`config.mk`:
```
export PLATFORM = sky130hd
export DESIGN_NAME = uart_tx_stage
export DESIGN_NICKNAME = d
export VERILOG_FILES = /design/src/rtl/uart_pkg.sv /design/src/rtl/uart_tx_stage_baud_cnt.sv /design/src/rtl/uart_tx_stage.sv
export SDC_FILE = /design/constraint.sdc
export NUM_CORES = 1
export LEC_CHECK = 0
export CORE_MARGIN = 2
export CORE_UTILIZATION = 50
export CTS_BUF_LIST = sky130_fd_sc_hd__clkbuf_2
export DETAILED_ROUTE_END_ITERATION = 6
export PLACE_DENSITY = 0.78
export SETUP_SLACK_MARGIN = 0.15
export SLEW_MARGIN = 10
export SYNTH_ARGS = -nofsm -noshare
export SYNTH_HDL_FRONTEND = slang
export SYNTH_SLANG_ARGS = --single-unit
```
`constraint.sdc`:
```
create_clock -name clk -period 1.55 [get_ports clk]
set_input_delay 0.2325 -clock clk [delete_from_list [all_inputs] [get_ports clk]]
set_output_delay 0.2325 -clock clk [all_outputs]
set_load 0.02 [all_outputs]
```
`src/rtl/uart_pkg.sv`:
```
// ============================================================================
// uart_pkg -- shared types and constants for the UART transmit stage. rev 1.0
// ============================================================================
`default_nettype none

package uart_pkg;

    typedef enum logic [2:0] {
        ST_IDLE   = 3'd0,
        ST_START  = 3'd1,
        ST_DATA   = 3'd2,
        ST_PARITY = 3'd3,
        ST_STOP   = 3'd4
    } tx_state_t;

    localparam int   DATA_BITS = 8;
    localparam logic LINE_IDLE = 1'b1;

    function automatic int cnt_width(input int clks_per_bit);
        int w;
        w = $clog2(clks_per_bit);
        return (w < 1) ? 1 : w;
    endfunction

endpackage

`default_nettype wire

```
`src/rtl/uart_tx_stage_baud_cnt.sv`:
```
// ============================================================================
// uart_baud_cnt -- bit-period counter, one-cycle tick on wrap. rev 1.0
// ============================================================================
`default_nettype none

module uart_baud_cnt
    import uart_pkg::*;
#(
    parameter int CLKS_PER_BIT = 16
) (
    input  logic clk,
    input  logic rst_n,
    input  logic ena,
    input  logic clear,
    output logic tick
);

    localparam int              CNT_W   = cnt_width(CLKS_PER_BIT);
    localparam logic [CNT_W-1:0] CNT_MAX = CNT_W'(CLKS_PER_BIT - 1);

    logic [CNT_W-1:0] cnt;

    // Free-runs while idle; the accept clear aligns the first bit period.
    always_ff @(posedge clk or negedge rst_n) begin
        if (!rst_n) begin
            cnt <= '0;
        end else if (ena) begin
            if (clear || (cnt == CNT_MAX)) begin
                cnt <= '0;
            end else begin
                cnt <= cnt + CNT_W'(1);
            end
        end
    end

    assign tick = ena && !clear && (cnt == CNT_MAX);

endmodule

`default_nettype wire

```
`src/rtl/uart_tx_stage.sv`:
```
// ============================================================================
// uart_tx_stage -- valid/ready byte in, 8N1 (optional even parity) out. rev 1.0
// ============================================================================
`default_nettype none

module uart_tx_stage
    import uart_pkg::*;
#(
    parameter int CLKS_PER_BIT = 16,
    parameter int PARITY_EN    = 0
) (
    input  logic       clk,
    input  logic       rst_n,
    input  logic       ena,
    input  logic [7:0] tx_data,
    input  logic       tx_valid,
    output logic       tx_ready,
    output logic       tx_serial,
    output logic       busy,
    output logic [2:0] state_dbg
);

    tx_state_t  state;
    tx_state_t  state_next;
    tx_state_t  after_data;
    logic [7:0] shreg;
    logic       parity_bit;
    logic [2:0] bit_cnt;
    logic       accept;
    logic       tick;
    logic       last_bit;
    logic       line_next;

    assign tx_ready  = (state == ST_IDLE) && ena;
    assign accept    = tx_valid && tx_ready;
    assign last_bit  = (bit_cnt == 3'(DATA_BITS - 1));
    assign state_dbg = state;

    uart_baud_cnt #(
        .CLKS_PER_BIT(CLKS_PER_BIT)
    ) u_baud (
        .clk   (clk),
        .rst_n (rst_n),
        .ena   (ena),
        .clear (accept),
        .tick  (tick)
    );

    if (PARITY_EN != 0) begin : g_parity
        assign after_data = ST_PARITY;
    end else begin : g_no_parity
        assign after_data = ST_STOP;
    end

    always_ff @(posedge clk or negedge rst_n) begin
        if (!rst_n) begin
            state <= ST_IDLE;
        end else if (ena) begin
            state <= state_next;
        end
    end

    always_comb begin
        state_next = state;
        case (state)
            ST_IDLE:   if (accept)           state_next = ST_START;
            ST_START:  if (tick)             state_next = ST_DATA;
            ST_DATA:   if (tick && last_bit) state_next = after_data;
            ST_PARITY: if (tick)             state_next = ST_STOP;
            ST_STOP:   if (tick)             state_next = ST_IDLE;
            default:                         state_next = ST_IDLE;
        endcase
    end

    // The line is registered from the current state, so it lags the state
    // register by one cycle: the start bit appears one edge after accept.
    always_comb begin
        line_next = LINE_IDLE;
        case (state)
            ST_START:  line_next = 1'b0;
            ST_DATA:   line_next = shreg[0];
            ST_PARITY: line_next = parity_bit;
            default:   line_next = LINE_IDLE;
        endcase
    end

    always_ff @(posedge clk or negedge rst_n) begin
        if (!rst_n) begin
            tx_serial  <= LINE_IDLE;
            busy       <= 1'b0;
            shreg      <= 8'h00;
            parity_bit <= 1'b0;
            bit_cnt    <= 3'd0;
        end else if (ena) begin
            tx_serial <= line_next;
            busy      <= (state_next != ST_IDLE);
            if (accept) begin
                shreg      <= tx_data;
                parity_bit <= ^tx_data;
                bit_cnt    <= 3'd0;
            end else if ((state == ST_DATA) && tick) begin
                shreg   <= {1'b0, shreg[7:1]};
                bit_cnt <= bit_cnt + 3'd1;
            end
        end
    end

endmodule

`default_nettype wire

```
### After elaboration in Yosys (flattened, before gate mapping)

Index checks and enable logic that the tools add are counted.
Widths: inputs -> output; s select.

| word-level totals | value |
|---|---|
| flip-flop bits (word level) | 21 |
| word-level logic and storage cells | 41 |
| output and inout bits | 6 |
| bits of input ports | 12 |

| operators by class | value |
|---|---|
| add/sub/neg operators | 2 |
| equality and inequality tests | 6 |
| muxes and demuxes | 12 |
| reductions and logical operators | 14 |

Operator list:

| kind | count |
|---|---|
| $mux 3 | 7 |
| $mux 8 | 2 |
| $pmux 3 s5 | 1 |
| $reduce_xor 8->1 | 1 |
| $eq 3x2->1 const B | 2 |
| $eq 3x3->1 const B | 2 |
| $logic_and 1x1->1 | 6 |
| $add 4x1->4 const B | 1 |
| $eq 4x4->1 const B | 1 |
| $mux 4 | 1 |
| $reduce_and 2->1 | 2 |
| $add 3x1->3 const B | 1 |
| $eq 3x1->1 const B | 1 |
| $logic_not 3->1 | 1 |
| $pmux 1 s3 | 1 |
| $reduce_bool 3->1 | 1 |
| $reduce_bool 2->1 | 1 |
| $logic_not 1->1 | 1 |
| $logic_or 1x1->1 | 1 |

### Longest topological paths before layout

Gate-level depths: netlist of run 1.

| logic depth | value |
|---|---|
| word-level depth | 10 |
| mapped depth | 6 |
| gate-level depth less buffers | 5 |

### Modules after synthesis

Synthesis of run 1 repeated with hierarchy kept, for this count alone.

| unflattened totals | value |
|---|---|
| cell total of the unflattened synthesis | 128 |
| area, all modules | 1191.1 um^2 |

By module, submodules not included:

| module | instances | seq. area each (um^2) | area each (um^2) | cells an instance |
|---|---|---|---|---|
| uart_tx_stage | 1 | 426.7 | 968.4 | 104 |
| uart_baud_cnt | 1 | 100.1 | 222.7 | 24 |

### Worst setup path after synthesis of run 1

Ideal clock, no wire load.

| path | value |
|---|---|
| path type | register to output |
| from | reg state[2], in the netlist state_dbg[2] |
| to | out tx_ready |
| setup slack | -10 ps |
| arrival | 1327 ps |
| stages on the path, launching flop included | 4 |
| path buffers | 1 |
| data required time | 1317 ps |
| cells stage by stage | dfrtp_1 > buf_6 > or3b_4 > nor2_1 |

| on the way | value |
|---|---|
| longest elaborated chain between the ends | 2 |

RTL lines:

| item | line | source |
|---|---|---|
| start, declared | uart_tx_stage.sv:23 | `tx_state_t state;` |
| start signal, assigned | uart_tx_stage.sv:59 | `state <= state_next;` |
| $logic_not 3->1 | uart_tx_stage.sv:34 | `assign tx_ready = (state == ST_IDLE) && ena;` |
| $logic_and 1x1->1 | uart_tx_stage.sv:34 |  |
| end, declared | uart_tx_stage.sv:17 | `output logic tx_ready,` |

No other way between the ends.

### Worst setup path in the final report of run 1

| path | value |
|---|---|
| from | reg state[2], in the netlist state_dbg[2] |
| to | reg shreg[5] |

| on the way | value |
|---|---|
| longest elaborated chain between the ends | 9 |
| elaborated cells between the ends (all ways) | 11 |
| classes of those cells | eq/ne (1); mux (1); reduce/logical (9) |

RTL lines:

| item | line | source |
|---|---|---|
| $logic_not 3->1 | uart_tx_stage.sv:34 |  |
| $logic_and 1x1->1 | uart_tx_stage.sv:34 |  |
| $logic_and 1x1->1 | uart_tx_stage.sv:35 | `assign accept = tx_valid && tx_ready;` |
| $logic_not 1->1 | uart_tx_stage_baud_cnt.sv:36 | `assign tick = ena && !clear && (cnt == CNT_MAX);` |
| $logic_and 1x1->1 (2 in a row) | uart_tx_stage_baud_cnt.sv:36 |  |
| $logic_and 1x1->1 | uart_tx_stage.sv:101 | `end else if ((state == ST_DATA) && tick) begin` |
| $reduce_bool 2->1 (no line) | n/a |  |
| $reduce_and 2->1 (no line) | n/a |  |
| end signal, assigned | uart_tx_stage.sv:98 | `shreg <= tx_data;` |
| end signal, assigned | uart_tx_stage.sv:102 | `shreg <= {1'b0, shreg[7:1]};` |
| end, declared | uart_tx_stage.sv:26 | `logic [7:0] shreg;` |

Parallel ways exist; a longest one is shown, timed or not.
A chain may end at the register's enable or synchronous reset.

==> Implementation_results.wiki, run 1 <==
{| class="wikitable"
! Metric !! Value
|-
| Status || finished with violations
|-
| Failing checks || negative setup slack
|-
| Part of the total power dissipated in the clock network || under 10%
|-
| Routed wire length || about 3000 um
|-
| H-tree depth || 1
|-
| Critical path startpoint category || flip-flop
|-
| Most common flop cell mapped by yosys || sky130_fd_sc_hd__dfrtp_1
|-
| Area share of the leading cell type in the synthesized netlist || 42.7%
|-
| RSZ-0062 raised after global routing || true
|-
| CTS tree || yes
|-
| Top cells by area in the synthesized netlist || sky130_fd_sc_hd__dfrtp_1 (43%), sky130_fd_sc_hd__mux2i_1 (6.0%), sky130_fd_sc_hd__a21oi_1 (5.5%)
|-
| Synthesis-stage register bit count || 21
|-
| Global placer's final weighted congestion || approximately 0.84
|-
| Highest routed metal layer || met4
|-
| Top fanout value on the critical path || 8
|-
| Inserted Diodes || 0
|-
| Final-report setup violation count || 12
|-
| Sw frac || around two fifths
|-
| Final critical delay including setup and external delays || ~1700 ps
|-
| Crit path kind || flip-flop to flip-flop
|-
| Number of cells produced by synthesis || 120
|-
| Initial core utilization || around 53%
|-
| Synthesis-to-layout area growth || 49.5%
|-
| Worst slew margin || 81.4%
|-
| Synth unique cells || 35
|-
| Sequential Power Share || approximately two fifths
|-
| Clock sink count || 21
|-
| Actual slew at the worst max-slew pin || around 280 ps
|-
| Clock-pin slew on the worst setup and hold paths || around 210 ps
|-
| Vias after detailed routing || 1047
|-
| Clk buf depth || 2
|-
| Die outline width || about 52 um
|-
| Most frequent cells after synthesis || sky130_fd_sc_hd__dfrtp_1 (20), sky130_fd_sc_hd__a21oi_1 (13), sky130_fd_sc_hd__nor2_1 (12)
|-
| EDFF count, synth || 0
|-
| Yosys warning count || 0
|-
| Achievable frequency || 603 MHz
|-
| Area enclosed by the die boundary || roughly 0.0027 mm^2
|-
| Metal2 WL || 1520 um
|-
| Largest net degree at the start of global routing || 22
|-
| Clock latency of the later-clocked register in the worst-skew pair || about 340 ps
|-
| Least setup slack across all paths after layout || -109 ps
|-
| Most frequent cell after synthesis || sky130_fd_sc_hd__dfrtp_1
|-
| TritonCTS Buffers || 3
|-
| Buffers on Ports || 17
|-
| Vias in the first global route || approximately 1000
|-
| Root buffer cell || sky130_fd_sc_hd__clkbuf_2
|-
| Worst min path class || primary input to asynchronous set/reset pin
|-
| Comb power frac || slightly above 50%
|-
| Setup TNS || -805 ps
|-
| Worst R2R Path Depth || 7
|-
| Period utilisation layout || 107%
|-
| Routed length on met1 || between 1000 and 1500 um
|-
| Syn nets || between 100 and 150
|-
| Hold Fails Final Rpt || 0
|-
| Endpoint class of the critical path || flip-flop
|-
| Global-route congestion overflow total || 0
|-
| Drt first-iter violations || 6
|-
| Post-layout instance area || between 0.0015 and 0.002 mm^2
|-
| Placed Instance Area || 0.00144 mm^2
|-
| Number of antenna violations at the first check in global routing || 0
|-
| Reg-to-reg critical path endpoint || shreg[5]
|-
| Number of top-level pins || 18
|-
| Post-route DRC violation count || 0
|-
| Core occupancy in the finished layout || slightly below 80%
|-
| Routed length per instance || 16.6 um
|-
| Detailed route wirelength on metal3 || approximately 80 um
|-
| Number of nets with antenna violations after routing || 0
|-
| Register-to-register path setup slack || -110 ps
|-
| Endpoint required time on the critical path || around 1800 ps
|-
| Portion of the post-synthesis area used by sequential elements || about 45%
|-
| Nets || roughly 170
|-
| Reg-to-reg critical path startpoint || state_dbg[2]
|-
| Syn Std Cell Area || about 0.0012 mm^2
|-
| HPWL Detailed || approximately 1700 um
|-
| Die outline height || between 50 and 60 um
|-
| Number of pins with negative max-slew slack in the final report || 0
|-
| Core area || approximately 0.0022 mm^2
|-
| Wire length of the first global-routing pass || 4060 um
|-
| Areal power density over the cells || roughly 1500 mW/mm^2
|-
| Number of max-cap violations || 0
|-
| Static Leak || between 0.7 and 0.8 nW
|-
| Maximum vdd drop || 1.04 mV
|-
| Dominant cell type by area after synthesis || sky130_fd_sc_hd__dfrtp_1
|-
| Global Route Usage Sum || about a fifth
|-
| CP arrival || around 1900 ps
|-
| Int Pwr || 1.52 mW
|-
| Share of layout cells above drive strength 1 || between 40% and 50%
|-
| Average cell area after synthesis || around 9.8 um^2
|-
| Row Count || 17
|-
| Via density per instance || between 5 and 6
|-
| Count of hold-fix buffers inserted at cts || 0
|-
| Async set-or-reset flop fraction in the synthesized netlist || 100%
|-
| Setup clock skew after layout || about 20 ps
|-
| Pre-Repair DR Iteration Count || 4
|-
| Net Switching || roughly 1.0 mW
|}
power by group through the flow:
stage                     Clock [mW]  Combinational, mW  Sequential (mW)
after floorplan                    0              0.564             1.00
after global placement             0              0.941            0.936
after detailed placement           0              0.979            0.946
after CTS                      0.235              0.997            0.931
after global routing           0.262               1.44             1.02
final                          0.241               1.32            0.995
worst max path at each step:
stage	start	slack, ps	cells after the start	end
floorplan	state_dbg[2]	40	6	shreg[5]
CTS	state_dbg[0]	-70	3	tx_ready
global placement	ena	-480	4	tx_ready
global route	state_dbg[2]	-170	3	tx_ready
detailed placement	ena	-480	4	tx_ready
finish	state_dbg[2]	-110	7	shreg[5]
worst max-delay path, stage by stage, from the launching register on:
cell	delay, ps
sky130_fd_sc_hd__dfrtp_2	450
sky130_fd_sc_hd__or3b_4	410
sky130_fd_sc_hd__buf_6	130
sky130_fd_sc_hd__buf_6	120
sky130_fd_sc_hd__a21oi_4	180
sky130_fd_sc_hd__buf_12	160
sky130_fd_sc_hd__nor2_1	40
sky130_fd_sc_hd__a21oi_1	110
area by class of cell:
| cell class | instances | area (um^2) |
|---|---|---|
| tap | 28 | 35.0 |
| sequential | 21 | 532 |
| fill | 160 | 459 |
| inverter | 5 | 18.8 |
| timing repair buffer | 38 | 407 |
| multi-input combinational | 87 | 741 |
| clock buffer | 4 | 20.0 |
stage by stage:
| step | instances | worst slack [ps] | total power, mW | hold WS [ps] |
|---|---|---|---|---|
| floorplan | 120 | 37.7 | 1.57 | -63.1 |
| global placement | 169 | -478 | 1.88 | 482 |
| detailed placement | 169 | -477 | 1.93 | 492 |
| CTS | 176 | -73.7 | 2.16 | 222 |
| global route | 183 | -170 | 2.73 | 223 |
| finish | 183 | -109 | 2.56 | 195 |
flip-flops by register name, summed over array words and instances (netlist names):
signal	count
bit_cnt	3
busy	1
parity_bit	1
shreg	8
state_dbg	3
tx_serial	1
u_baud.cnt	4
layout by cell type, fill, tap and decap left out, types with 4 or more instances in the layout:
cell                              instances
sky130_fd_sc_hd__dfrtp_1                 16
sky130_fd_sc_hd__o21ai_1                  4
sky130_fd_sc_hd__buf_4                    9
sky130_fd_sc_hd__nand2_1                  8
sky130_fd_sc_hd__dfrtp_2                  4
sky130_fd_sc_hd__nor2_2                   6
sky130_fd_sc_hd__buf_6                    8
sky130_fd_sc_hd__clkbuf_2                 4
sky130_fd_sc_hd__clkdlybuf4s50_1         11
sky130_fd_sc_hd__xnor2_1                  7
sky130_fd_sc_hd__mux2i_1                  7
sky130_fd_sc_hd__inv_1                    5
sky130_fd_sc_hd__a21oi_1                  8
sky130_fd_sc_hd__a21oi_2                  5
per-layer routing:
layer / global-route usage (%) / vias up
li1: - / 494
met1: 23.6 / 515
met2: 36.7 / 25
met3: 3.43 / 13
met4: 7.69 / 0
met5: 0 / -
cells by family after synthesis:
logic type | Yosys count | share of synthesized area (%)
AND/OR/NAND/NOR | 34 | 14.4
XOR/XNOR | 7 | 5.23
flip-flops | 21 | 44.9
buffers and inverters | 12 | 6.30
multiplexers | 8 | 6.94
adder cells (fa/ha/maj) | 3 | 3.20
AO/OA/AOI/OAI | 35 | 19.0
repair_timing:
action,in CTS,in global routing
endpoints found under the setup margin,22,23
pin swaps,1,8
gates resized for setup,28,47
cloned,0,3
setup buffers,3,4
(Power assumes the default switching activity.)
==> inputs of run 2 (changes only) <==
--- a/config.mk
+++ b/config.mk
@@ -5,11 +5,12 @@
 export SDC_FILE = /design/constraint.sdc
 export NUM_CORES = 1
 export LEC_CHECK = 0
-export CORE_MARGIN = 2
-export CORE_UTILIZATION = 50
+export CELL_PAD_IN_SITES_DETAIL_PLACEMENT = 0
+export CELL_PAD_IN_SITES_GLOBAL_PLACEMENT = 2
+export CORE_UTILIZATION = 34
 export CTS_BUF_LIST = sky130_fd_sc_hd__clkbuf_2
 export DETAILED_ROUTE_END_ITERATION = 6
-export PLACE_DENSITY = 0.78
+export PLACE_DENSITY = 0.83
 export SETUP_SLACK_MARGIN = 0.15
 export SLEW_MARGIN = 10
 export SYNTH_ARGS = -nofsm -noshare
==> run 2 against run 1 <==
Compared with the run above:
- the flow still finishes with violations (negative setup slack)
- wire length fell by 16%
- setup slack improved by 29 ps
- die area is 34% higher
- combinational power down 12%
- flip-flop and latch count is the same
- clock skew fell by 12 ps
- power shrank 8.0%
- largest cell class unchanged
==> Implementation_results.wiki, run 2 (same netlist as run 1, synthesis figures left out) <==
{| class="wikitable"
! Metric !! Value
|-
| Initial core utilization || 37.2% (was 53.0%)
|-
| Buf+Inv Stages, Crit Path || 1 (was 3)
|-
| CTS tree || yes (unchanged)
|-
| Global-route congestion overflow total || 0 (unchanged)
|-
| Clk buf depth || 2 (unchanged)
|-
| Number of pins with negative max-slew slack in the final report || 0 (unchanged)
|-
| Synthesis-to-layout area growth || 39.3% (was 49.5%)
|-
| Largest net degree at the start of global routing || 22 (unchanged)
|-
| Placed Instance Area || 0.00148 mm^2 (was 0.00144 mm^2)
|-
| Failing checks || negative setup slack (unchanged)
|-
| Nets || 170 (was 171)
|-
| Critical path's slowest cell || sky130_fd_sc_hd__dfrtp_2 (unchanged)
|-
| Sw frac || 38.0% (was 40.4%)
|-
| Buffers on Ports || 17 (unchanged)
|-
| RSZ-0062 raised after global routing || true (unchanged)
|-
| Period utilisation layout || 105% (was 107%)
|-
| Sequence of cells on the critical path || or3b_4 -> nor2_4 -> buf_6 (was or3b_4 -> buf_6 -> buf_6 -> a21oi_4 -> buf_12 -> nor2_1 -> a21oi_1)
|-
| Register ranked first by flip-flop count || shreg (unchanged)
|-
| Least setup slack across all paths after layout || -79.9 ps (was -109 ps)
|-
| Area enclosed by the die boundary || 0.00369 mm^2 (was 0.00275 mm^2)
|-
| Overall Power || 2.35 mW (was 2.56 mW)
|-
| Biggest registers after layout || shreg (8), u_baud.cnt (4) (unchanged)
|-
| Int Pwr || 1.46 mW (was 1.52 mW)
|-
| Post-route DRC violation count || 0 (unchanged)
|-
| HPWL Detailed || 1790 um (was 1690 um)
|-
| Number of antenna violations at the first check in global routing || 0 (unchanged)
|-
| Global Route Usage Sum || 15.8% (was 20.3%)
|-
| Row Count || 20 (was 17)
|-
| Setup clock skew after layout || 7.79 ps (was 20.2 ps)
|-
| Actual slew at the worst max-slew pin || 275 ps (was 278 ps)
|-
| Highest cell delay on the worst timing path || 450 ps (about the same)
|-
| Endpoint required time on the critical path || 1320 ps (was 1820 ps)
|-
| Number of nets with antenna violations after routing || 0 (unchanged)
|-
| Endpoint class of the critical path || output port (was flip-flop)
|-
| Comb power frac || 49.2% (was 51.6%)
|-
| Maximum vdd drop || 0.650 mV (was 1.04 mV)
|-
| Clock-pin slew on the worst setup and hold paths || 200 ps (was 210 ps)
|-
| Vias in the first global route || 959 (was 997)
|-
| Via density per instance || 4.95 (was 5.72)
|-
| Die outline height || 60.7 um (was 52.4 um)
|-
| Core area || 0.00315 mm^2 (was 0.00221 mm^2)
|-
| Clock latency of the later-clocked register in the worst-skew pair || 320 ps (was 340 ps)
|-
| Hold Fails Final Rpt || 0 (unchanged)
|-
| Areal power density over the cells || 1440 mW/mm^2 (was 1460 mW/mm^2)
|-
| Status || finished with violations (unchanged)
|-
| CP top delay family || simple AND/OR/NAND/NOR gates (was flip-flops)
|-
| Routed wire length || 2560 um (was 3040 um)
|-
| Routed length per instance || 12.9 um (was 16.6 um)
|-
| Pre-Repair DR Iteration Count || 4 (unchanged)
|-
| Net Switching || 0.893 mW (was 1.03 mW)
|-
| Wire length of the first global-routing pass || 4260 um (was 4060 um)
|-
| Share of layout cells above drive strength 1 || 31.2% (was 45.2%)
|-
| Worst slew margin || 81.7% (was 81.4%)
|-
| H-tree depth || 1 (unchanged)
|-
| Achievable frequency || 614 MHz (was 603 MHz)
|-
| Critical path startpoint category || flip-flop (unchanged)
|-
| TritonCTS Buffers || 3 (unchanged)
|-
| Crit path kind || flip-flop to output port (was flip-flop to flip-flop)
|-
| Count of hold-fix buffers inserted at cts || 0 (unchanged)
|-
| Commonest non-fill, non-tap cells in the layout || sky130_fd_sc_hd__dfrtp_1 (16), sky130_fd_sc_hd__buf_4 (14), sky130_fd_sc_hd__a21oi_1 (13) (was sky130_fd_sc_hd__dfrtp_1 (16), sky130_fd_sc_hd__clkdlybuf4s50_1 (11), sky130_fd_sc_hd__buf_4 (9))
|-
| Most frequent standard cell in the layout excluding fill and tap cells || sky130_fd_sc_hd__dfrtp_1 (unchanged)
|-
| Inserted Diodes || 0 (unchanged)
|-
| Part of the total power dissipated in the clock network || 10.0% (was 9.4%)
|-
| Global placer's final weighted congestion || 0.737 (was 0.841)
|-
| Final-report setup violation count || 9 (was 12)
|-
| Number of max-cap violations || 0 (unchanged)
|-
| Worst Setup Slack post-DPL || -500 ps (was -477 ps)
|-
| Die outline width || 60.7 um (was 52.4 um)
|-
| Number of top-level pins || 18 (unchanged)
|-
| Static Leak || 0.654 nW (was 0.702 nW)
|-
| Top fanout value on the critical path || 2 (was 8)
|-
| Worst min path class || primary input to asynchronous set/reset pin (unchanged)
|-
| Post-layout instance area || 0.00163 mm^2 (was 0.00175 mm^2)
|-
| Clock sink count || 21 (unchanged)
|-
| Sequential Power Share || 40.8% (was 38.9%)
|-
| Drt first-iter violations || 46 (was 6)
|-
| Vias after detailed routing || 981 (was 1047)
|-
| Root buffer cell || sky130_fd_sc_hd__clkbuf_2 (unchanged)
|-
| Final critical delay including setup and external delays || 1630 ps (was 1660 ps)
|-
| Number of flip-flops under the largest register name || 8 (unchanged)
|-
| CP arrival || 1400 ps (was 1930 ps)
|}
-- run 2: cell count changes in the layout (fill, tap and decap cells not counted), moves of 3 or more --
cell / previous run / this run
sky130_fd_sc_hd__nor2_1: 3 / 9
sky130_fd_sc_hd__o21ai_0: 0 / 3
sky130_fd_sc_hd__a21oi_1: 8 / 13
sky130_fd_sc_hd__nor2_2: 6 / 1
sky130_fd_sc_hd__buf_4: 9 / 14
sky130_fd_sc_hd__buf_6: 8 / 3
sky130_fd_sc_hd__a21oi_2: 5 / 0
-- run 2: worst reg2reg max path: cells and delay by family, from the launching register on --
family	cells	cell delay (ps)
flops	1	450
buf+inv	3	410
simple gates	2	390
mux	1	180
compound gates	1	80
-- run 2: worst paths after layout --
check | slack, ps | depth (start not counted) | start | endpoint
min | 210 | 2 | rst_n | bit_cnt[0]
min in group clk | 510 | 2 | tx_serial | tx_serial
min reg2reg | 510 | 2 | tx_serial | tx_serial
max | -80 | 3 | state_dbg[0] | tx_ready
max reg2reg | -40 | 7 | state_dbg[0] | shreg[4]
max in group asynchronous | 1050 | 2 | rst_n | tx_serial
-- run 2: metrics by stage --
stage	TNS [ps]	cells	hold WS, ps	utilization (%)
after floorplan	0	120	-63.1	-
after detailed placement	-3880	188	490	46.9
final	-338	198	210	51.8
after global placement	-3250	188	490	46.9
after CTS	-315	194	207	48.5
after global routing	-697	198	224	51.8
-- run 2: final cells by class --
class / instances / area [um^2]
clock buffer: 4 / 20.0
fill: 319 / 1520
inverter: 5 / 18.8
multi-input combinational: 87 / 634
sequential: 21 / 532
tap: 44 / 55.1
timing repair buffer: 37 / 373
-- run 2: power groups by stage --
stage / combinational (mW) / clock, mW / sequential (mW)
final: 1.16 / 0.235 / 0.959
after global routing: 1.28 / 0.268 / 0.985
after CTS: 1.03 / 0.250 / 0.940
after detailed placement: 0.994 / 0 / 0.949
after global placement: 0.973 / 0 / 0.939
after floorplan: 0.564 / 0 / 1.00
-- run 2: what timing repair did --
action                                  CTS  global route
resized for setup                        29            16
endpoints found under the setup margin   23            23
gates cloned                              0             1
pin swaps                                 2             2
buffers inserted                          2             3
-- run 2: per-layer routing --
layer	global-route usage, %	part of all wire, %
met5	0	0
met1	18.0	44
met3	4.05	4.1
met2	28.9	51
met4	4.87	0.59
